[src/rtl/hazard_unit_mc.sv]
// hazard_unit_mc: pipeline hazard unit with operand forwarding, load-use and
// multi-cycle (mul/div) scoreboard stalls, and branch flushes.
// Ports:
//   clk, rst                  clock, synchronous active-high reset
//   i_Rs1B, i_Rs2B, i_MdOpB   decode-stage sources, mul/div flag
//   i_Rs1C, i_Rs2C, i_RdC     execute-stage sources/destination
//   i_ResultSrcC, i_RegWriteC execute-stage result select (01 = load), write enable
//   i_MdStartC                execute stage issues a mul/div op
//   i_RdD, i_RegWriteD        memory-stage destination/write enable
//   i_RdE, i_RegWriteE        writeback-stage destination/write enable
//   i_PCSrcA                  taken branch/jump
//   o_ForwardAH, o_ForwardBH  operand select: 00 regfile, 10 D result, 01 E result
//   o_StallA, o_StallB        hold PC and B register
//   o_FlushB, o_FlushC        bubble B and C registers
//   o_MdBusy, o_MdDone        mul/div occupied, one-cycle completion pulse
//   o_MdRdOut                 destination of the mul/div op in flight
module hazard_unit_mc #(
    parameter int DATA_WIDTH = 32,
    parameter int REG_ADDR_W = 5,
    parameter int MD_LATENCY = 4
) (
    input  logic                  clk,
    input  logic                  rst,
    input  logic [REG_ADDR_W-1:0] i_Rs1B,
    input  logic [REG_ADDR_W-1:0] i_Rs2B,
    input  logic                  i_MdOpB,
    input  logic [REG_ADDR_W-1:0] i_Rs1C,
    input  logic [REG_ADDR_W-1:0] i_Rs2C,
    input  logic [REG_ADDR_W-1:0] i_RdC,
    input  logic [1:0]            i_ResultSrcC,
    input  logic                  i_RegWriteC,
    input  logic                  i_MdStartC,
    input  logic [REG_ADDR_W-1:0] i_RdD,
    input  logic                  i_RegWriteD,
    input  logic [REG_ADDR_W-1:0] i_RdE,
    input  logic                  i_RegWriteE,
    input  logic                  i_PCSrcA,
    output logic [1:0]            o_ForwardAH,
    output logic [1:0]            o_ForwardBH,
    output logic                  o_StallA,
    output logic                  o_StallB,
    output logic                  o_FlushB,
    output logic                  o_FlushC,
    output logic                  o_MdBusy,
    output logic                  o_MdDone,
    output logic [REG_ADDR_W-1:0] o_MdRdOut
);
    localparam int NUM_REGS = 2**REG_ADDR_W;

    typedef enum logic {S_IDLE, S_BUSY} state_t;

    state_t                r_state, w_state_nx;
    logic [3:0]            r_cnt, w_cnt_nx;
    logic [NUM_REGS-1:0]   r_pending, w_pending_nx;
    logic [REG_ADDR_W-1:0] r_md_rd, w_md_rd_nx;
    logic [1:0]            w_fwd_a, w_fwd_b;
    logic                  w_lw_haz, w_md_haz, w_haz, w_md_busy, w_md_done;

    // D beats E so the youngest producer wins
    assign w_fwd_a = (i_RegWriteD && i_RdD != '0 && i_RdD == i_Rs1C) ? 2'b10 :
                     (i_RegWriteE && i_RdE != '0 && i_RdE == i_Rs1C) ? 2'b01 : 2'b00;
    assign w_fwd_b = (i_RegWriteD && i_RdD != '0 && i_RdD == i_Rs2C) ? 2'b10 :
                     (i_RegWriteE && i_RdE != '0 && i_RdE == i_Rs2C) ? 2'b01 : 2'b00;

    // DATA_WIDTH carries no data here; the term is constant-true
    assign w_lw_haz  = (i_ResultSrcC == 2'b01) && i_RegWriteC && i_RdC != '0 &&
                       (i_RdC == i_Rs1B || i_RdC == i_Rs2B) && (DATA_WIDTH > 0);
    assign w_md_busy = (r_state == S_BUSY);
    assign w_md_done = w_md_busy && r_cnt == 4'd0;
    // a second mul/div may follow in the done cycle since the unit frees at that edge
    assign w_md_haz  = r_pending[i_Rs1B] | r_pending[i_Rs2B] | (i_MdOpB & w_md_busy & ~w_md_done);
    // a taken branch squashes B anyway, so stalling it would be pointless
    assign w_haz     = (w_lw_haz | w_md_haz) & ~i_PCSrcA;

    assign o_ForwardAH = rst ? 2'b00 : w_fwd_a;
    assign o_ForwardBH = rst ? 2'b00 : w_fwd_b;
    assign o_StallA    = ~rst & w_haz;
    assign o_StallB    = ~rst & w_haz;
    assign o_FlushB    = ~rst & i_PCSrcA;
    assign o_FlushC    = ~rst & (i_PCSrcA | w_haz);
    assign o_MdBusy    = w_md_busy;
    assign o_MdDone    = w_md_done;
    assign o_MdRdOut   = r_md_rd;

    always_comb begin
        w_state_nx   = r_state;
        w_cnt_nx     = r_cnt;
        w_pending_nx = r_pending;
        w_md_rd_nx   = r_md_rd;
        if (r_state == S_IDLE && i_MdStartC) begin
            w_state_nx           = S_BUSY;
            w_cnt_nx             = 4'(MD_LATENCY - 1);
            w_md_rd_nx           = i_RdC;
            w_pending_nx[i_RdC]  = (i_RdC != '0);
        end else if (w_md_done) begin
            w_state_nx             = S_IDLE;
            w_pending_nx[r_md_rd]  = 1'b0;
        end else if (w_md_busy) begin
            w_cnt_nx = r_cnt - 4'd1;
        end
    end

    always_ff @(posedge clk) begin
        if (rst) begin
            r_state   <= S_IDLE;
            r_cnt     <= 4'd0;
            r_pending <= '0;
            r_md_rd   <= '0;
        end else begin
            r_state   <= w_state_nx;
            r_cnt     <= w_cnt_nx;
            r_pending <= w_pending_nx;
            r_md_rd   <= w_md_rd_nx;
        end
    end
endmodule
[config.mk]
export PLATFORM = sky130hd
export DESIGN_NAME = hazard_unit_mc
export DESIGN_NICKNAME = d
export VERILOG_FILES = /design/src/rtl/hazard_unit_mc.sv
export SDC_FILE = /design/constraint.sdc
export NUM_CORES = 1
export LEC_CHECK = 0
export BUFFER_PORTS_ARGS = -buffer_cell sky130_fd_sc_hd__buf_2
export CORE_UTILIZATION = 43
export CTS_CLUSTER_DIAMETER = 120
export DETAILED_ROUTE_END_ITERATION = 12
export HOLD_SLACK_MARGIN = 0.03
export PLACE_DENSITY = 0.62
export RECOVER_POWER = 50
export SYNTH_ARGS = -nofsm -noshare
export SYNTH_HDL_FRONTEND = slang
export SYNTH_SLANG_ARGS = --single-unit
[constraint.sdc]
create_clock -name clk -period 6.35 [get_ports clk]
set_input_delay 0.9525 -clock clk [delete_from_list [all_inputs] [get_ports clk]]
set_output_delay 0.9525 -clock clk [all_outputs]
set_load 0.05 [all_outputs]
# Yosys cells after proc, flatten, opt, wreduce, memory -nomap -nowiden
# Cells that the tools add are included.
[op_classes]
mux = 22
n_mul = 0
n_reduce_logical = 23
n_eq_ne = 8
magnitude_cmp = 6
n_shift = 0
n_addsub = 1
bitwise_logic = 16
div_mod_pow = 0
[op_table]
columns = ["operator", "count"]
rows = [
  ["two-way mux 32 bit", 2],
  ["bitwise AND 32 bit", 1],
  ["bitwise mux 32 bit", 1],
  ["NOT 32 bit", 1],
  ["equality test 5 bit", 6],
  ["< comparator 5 x 6 -> 1 bit (second input constant)", 4],
  ["nonzero test 5 bit", 3],
  ["two-way mux 2 bit", 7],
  ["logical AND 1 bit", 13],
  ["binary-select mux 1 bit (select 5 bit)", 2],
  ["demux 1 bit (select 5 bit)", 2],
  ["greater-or-equal comparator 5 x 1 -> 1 bit (second input constant)", 2],
  ["two-way mux 1 bit", 8],
  ["bitwise AND 1 bit", 6],
  ["logical NOT 4 bit", 1],
  ["NOT 1 bit", 4],
  ["bitwise OR 1 bit", 4],
  ["AND reduction 2 bit", 2],
  ["nonzero test 2 bit", 2],
  ["subtractor 4 x 1 -> 4 bit (second input constant)", 1],
  ["equality test 2 x 1 -> 1 bit (second input constant)", 1],
  ["!= test 2 x 1 -> 1 bit (second input constant)", 1],
  ["OR reduction 2 bit", 1],
  ["logical OR 1 bit", 1],
]
[totals]
ram_bits = 0
inputBits = 45
latchBits = 0
reg_bits = 42
output_inout_bits = 15
mem_bits_ro = 0
memories = 0

# Longest topological paths before layout
[depth]
depth_word = 9
mapped_depth = 9
mapped_depth_nobuf = 7

# Least setup slack after synthesis
# No wires, ideal clock.
[synth_path]
path_type = "input to output"
startpoint = "in i_Rs1B[1]"
endpoint = "out o_StallB"
setup_slack_ps = 2029
cell_stages = 9
n_path_buf = 3
arrival_ps = 3368
path_cell_list = "buf_2 -> buf_2 -> mux2i_1 -> a22oi_1 -> nand3_1 -> nand2_2 -> nor4_2 -> nor3_1 -> buf_4"
[synth_between]
elab_chain_len = 7
[synth_rtl]
columns = ["element", "line", "text"]
rows = [
  ["from (decl)", "24", "input logic [REG_ADDR_W-1:0] i_Rs1B,"],
  ["binary-select mux 1 bit (select 5 bit)", "71", "assign w_md_haz = r_pending[i_Rs1B] | r_pending[i_Rs2B] | (i_MdOpB & w_md_busy & ~w_md_done);"],
  ["two-way mux 1 bit (implied by the code)", "71", ""],
  ["bitwise OR 1 bit (2 in series)", "71", ""],
  ["bitwise OR 1 bit *", "73", "assign w_haz = (w_lw_haz | w_md_haz) & ~i_PCSrcA;"],
  ["bitwise AND 1 bit *", "73", ""],
  ["bitwise AND 1 bit *", "--", ""],
  ["to (decl)", "41", "output logic o_StallB,"],
]
# Mark *: on every way between the ends. The rest lies on a longest branch, timed or not. The select of a mux whose other input is x is not followed.

# Worst setup path after layout
[layout_path]
startpoint = "in rst"
endpoint = "out o_ForwardAH[0]"
[layout_between]
elab_chain_len = 1
[layout_rtl]
columns = ["element", "line", "text"]
rows = [
  ["from (decl)", "23", "input logic rst,"],
  ["two-way mux 2 bit", "75", "assign o_ForwardAH = rst ? 2'b00 : w_fwd_a;"],
  ["to (decl)", "38", "output logic [1:0] o_ForwardAH,"],
]
# Every way passes these cells.

==> results by group <==
Clock tree
  • Post-CTS Setup Inserts: 0
  • Clock latency on the worst-skew pair: 0.30 ns
  • Clk sinks: 42
  • CTS root buf: clkbuf_8
  • Number of buffers created by CTS: 5
  • H-tree Lvls: 2
  • Worst-path clk slew: 0.08 ns
  • Hold buffers post-CTS: 0
  • CTS tree: done
  • Post-cts resize count: 0
  • Clock buffer depth: 2

Yosys
  • Syn_area_per_cell: 7.830 sq um
  • Top post-synthesis cells by count: 61 x nand2_1, 44 x a21oi_1, 42 x dfxtp_1, 24 x o21ai_0, 21 x xnor2_1
  • Sequential element share of the synthesized area: 29.75%
  • Count leader, synth: nand2_1
  • Post-synth top area share: 29.75%
  • Asr flop ratio synth: 0%
  • Syn nets: 408
  • Yosys top cell by area: dfxtp_1
  • EDFF count, synth: 0
  • Yosys reg bits: 42
  • Synth unique cells: 42
  • Top post-synthesis cells by area: dfxtp_1 30%, nand2_1 8.1%, a21oi_1 7.8%
  • Yosys Warn Count: 0
  • Cell Area, Synth: 2826 sq um
  • Cells after Synth: 361
  • Most used DFF post-synth: dfxtp_1

STA
  • Setup tns final: 0 ns
  • Rel. slew slack: -38.70%
  • Final setup fails: 0
  • Peak Freq: 0.2428 GHz
  • Final min period: 4.118 ns
  • Clock Skews: 0.007990 ns
  • WHS: 0.4983 ns
  • Final period util: 64.86%
  • Worst Slack Setup Final: 2.232 ns
  • Final Max Slew Viols: 49
  • Final Hold Vio Count: 0
  • Unrepaired setup endpoints after global routing: no
  • Worst Tran Pin Value: 2.080 ns

Drt
  • Via count: 2783
  • Initial drt markers: 199
  • WL/cell: 16.23 um
  • Vias per inst: 5.810
  • First-pass DRT Iterations: 4
  • DRT antenna net count: 0
  • Routed wire length: 7.776 mm
  • DR DRC count: 0

Pwr
  • Maximum vdd drop: 0.1112 mV
  • NetSw: 187.2 uW
  • P_leak: 1.221 nW
  • Pwr Density: 197.9 nW/um^2
  • Sw Ratio: 29.54%
  • Clock power frac: 34.0%
  • Flop pwr share: 44.3%
  • Int Power: 446.3 uW
  • Comb power frac: 21.8%

Critical path
  • Crit. Startpoint: rst
  • Cell family with most CP delay: buffers and inverters
  • CP Capture Point: o_ForwardAH[0]
  • Reg-to-Reg Start: o_MdBusy
  • Nature of the critical path endpoint: primary output
  • Worst Reg-to-Reg Cells: 5
  • Startpoint types: input pin
  • RR Endpoint: r_pending[21]
  • Crit path max fanout: 48
  • R2R setup slack: 4.39 ns
  • Data arrival, critical path: 3.17 ns
  • Slowest cell on the critical path: clkbuf_1
  • WS Path Type: input pin to primary output
  • Worst Path Buf+Inv: 2
  • CP peak stage delay: 0.75 ns
  • CP required: 5.40 ns
  • Critical path, cell by cell: clkbuf_1, nor2b_1, o21ai_1, or4_1, nor4_1, buf_2
  • Worst path depth: 6

Die
  • Die area: 6901 sq um
  • Die X: 83.08 um
  • Starting Density: 44.51%
  • Core area: 6350 sq um
  • Ports: 60
  • Die span in y: 83.08 um
  • Num rows: 29

Layout
  • Area grow syn2layout: 13.28%
  • Fin util: 50.42%
  • Post-layout instance area: 3202 sq um
  • ANT cells: 0
  • Nets: 449
  • Fraction of layout cells with a size suffix above 1: 16.92%
  • Fillers: 645

GRT
  • GRT Util Overall: 22.40%
  • First-pass GRT wire length: 12.40 mm
  • Grt ovf: 0
  • Vias in the first global route: 2448
  • Initial antenna violation count: 0
  • Largest net degree at the start of global routing: 49

Hold path
  • Hold Path Class: flip-flop to flip-flop

Placed design
  • Worst slack at placement: 2.330 ns
  • Detailed Place HPWL: 5.754 mm
  • Dpl cell area: 3095 sq um
  • Placer Congestion: 0.7806
  • Count of input and output buffers: 59

Job
  • Max_cap viols: 1

Status
  • Failing checks: max-capacitance violations, max-slew violations
  • Status: finished, violations left
logic make-up after synthesis:
kind of cell	after synthesis	synth area share [%]
AO/OA/AOI/OAI	92	17.75
XOR/XNOR	32	9.916
adder cells (fa/ha/maj)	2	0.8852
buffers and inverters	31	5.268
flip-flops	42	29.75
multiplexers	26	12.26
AND/OR/NAND/NOR	136	24.17
cell type report:
type	count	area [sq um]	share of cell area (%)
clock buffer	6	82.58	2.579
multi-input combinational	288	1837	57.37
sequential	42	840.8	26.26
inverter	5	18.77	0.5862
clock inverter	1	30.03	0.9379
tap	77	96.34	3.009
timing repair buffer	60	296.5	9.261
metrics by stage:
step / std cells / power, mW
2_1_floorplan: 361 / 0.3829
3_3_place_gp: 472 / 0.4226
3_5_place_dp: 472 / 0.4235
4_1_cts: 479 / 0.6392
5_1_grt: 479 / 0.6634
6_report: 479 / 0.6335
power groups by stage:
stage	Clock, mW	Sequential [mW]	Combinational, mW
floorplan	0	0.289	0.0937
global placement	0	0.286	0.136
detailed placement	0	0.286	0.137
CTS	0.221	0.280	0.138
global route	0.231	0.282	0.150
finish	0.215	0.280	0.138
worst register-to-register path, delay by kind of cell, from the launching register on:
kind / cells / cell delay, ns
DFF: 1 / 0.36
and+or+nand+nor: 4 / 1.35
AOI/OAI and AO/OA: 1 / 0.16
layout by cell type (no fill, tap or decap), types with 6 or more instances in the layout:
master | synthesis | layout
nand3_1 | 11 | 11
dfxtp_1 | 42 | 42
nand3b_1 | 8 | 8
a22oi_1 | 6 | 6
xnor2_1 | 21 | 21
o21ai_0 | 24 | 24
buf_2 | 6 | 54
o21ai_1 | 9 | 9
a21oi_1 | 44 | 44
clkbuf_8 | 1 | 6
mux2i_1 | 20 | 20
nor2_1 | 11 | 11
nor3_1 | 7 | 7
xor2_1 | 11 | 11
nor4_1 | 6 | 6
nand2_1 | 61 | 61
metal layers:
metal	vias up	global-route usage (%)	share of wire [%]
li1	1359	-	-
met1	1288	31.31	44
met2	125	35.99	46
met3	11	3.479	9.3
met4	0	5.956	1.2
met5	-	0	0
worst min path at each step:
stage / startpoint / end / slack (ns) / depth (start not counted)
2_1_floorplan: r_pending[28] / r_pending[28] / 0.46 / 2
3_3_place_gp: r_pending[11] / r_pending[11] / 0.48 / 2
3_5_place_dp: r_pending[5] / r_pending[5] / 0.48 / 2
4_1_cts: r_pending[5] / r_pending[5] / 0.49 / 2
5_1_grt: r_pending[11] / r_pending[11] / 0.52 / 2
6_report: r_pending[5] / r_pending[5] / 0.50 / 2
state kept, by name, indices dropped and copies added (netlist names):
register and count:
r_cnt 4, o_MdBusy 1, o_MdRdOut 5, r_pending 32
Note: power is estimated with default switching activity, not from simulation.
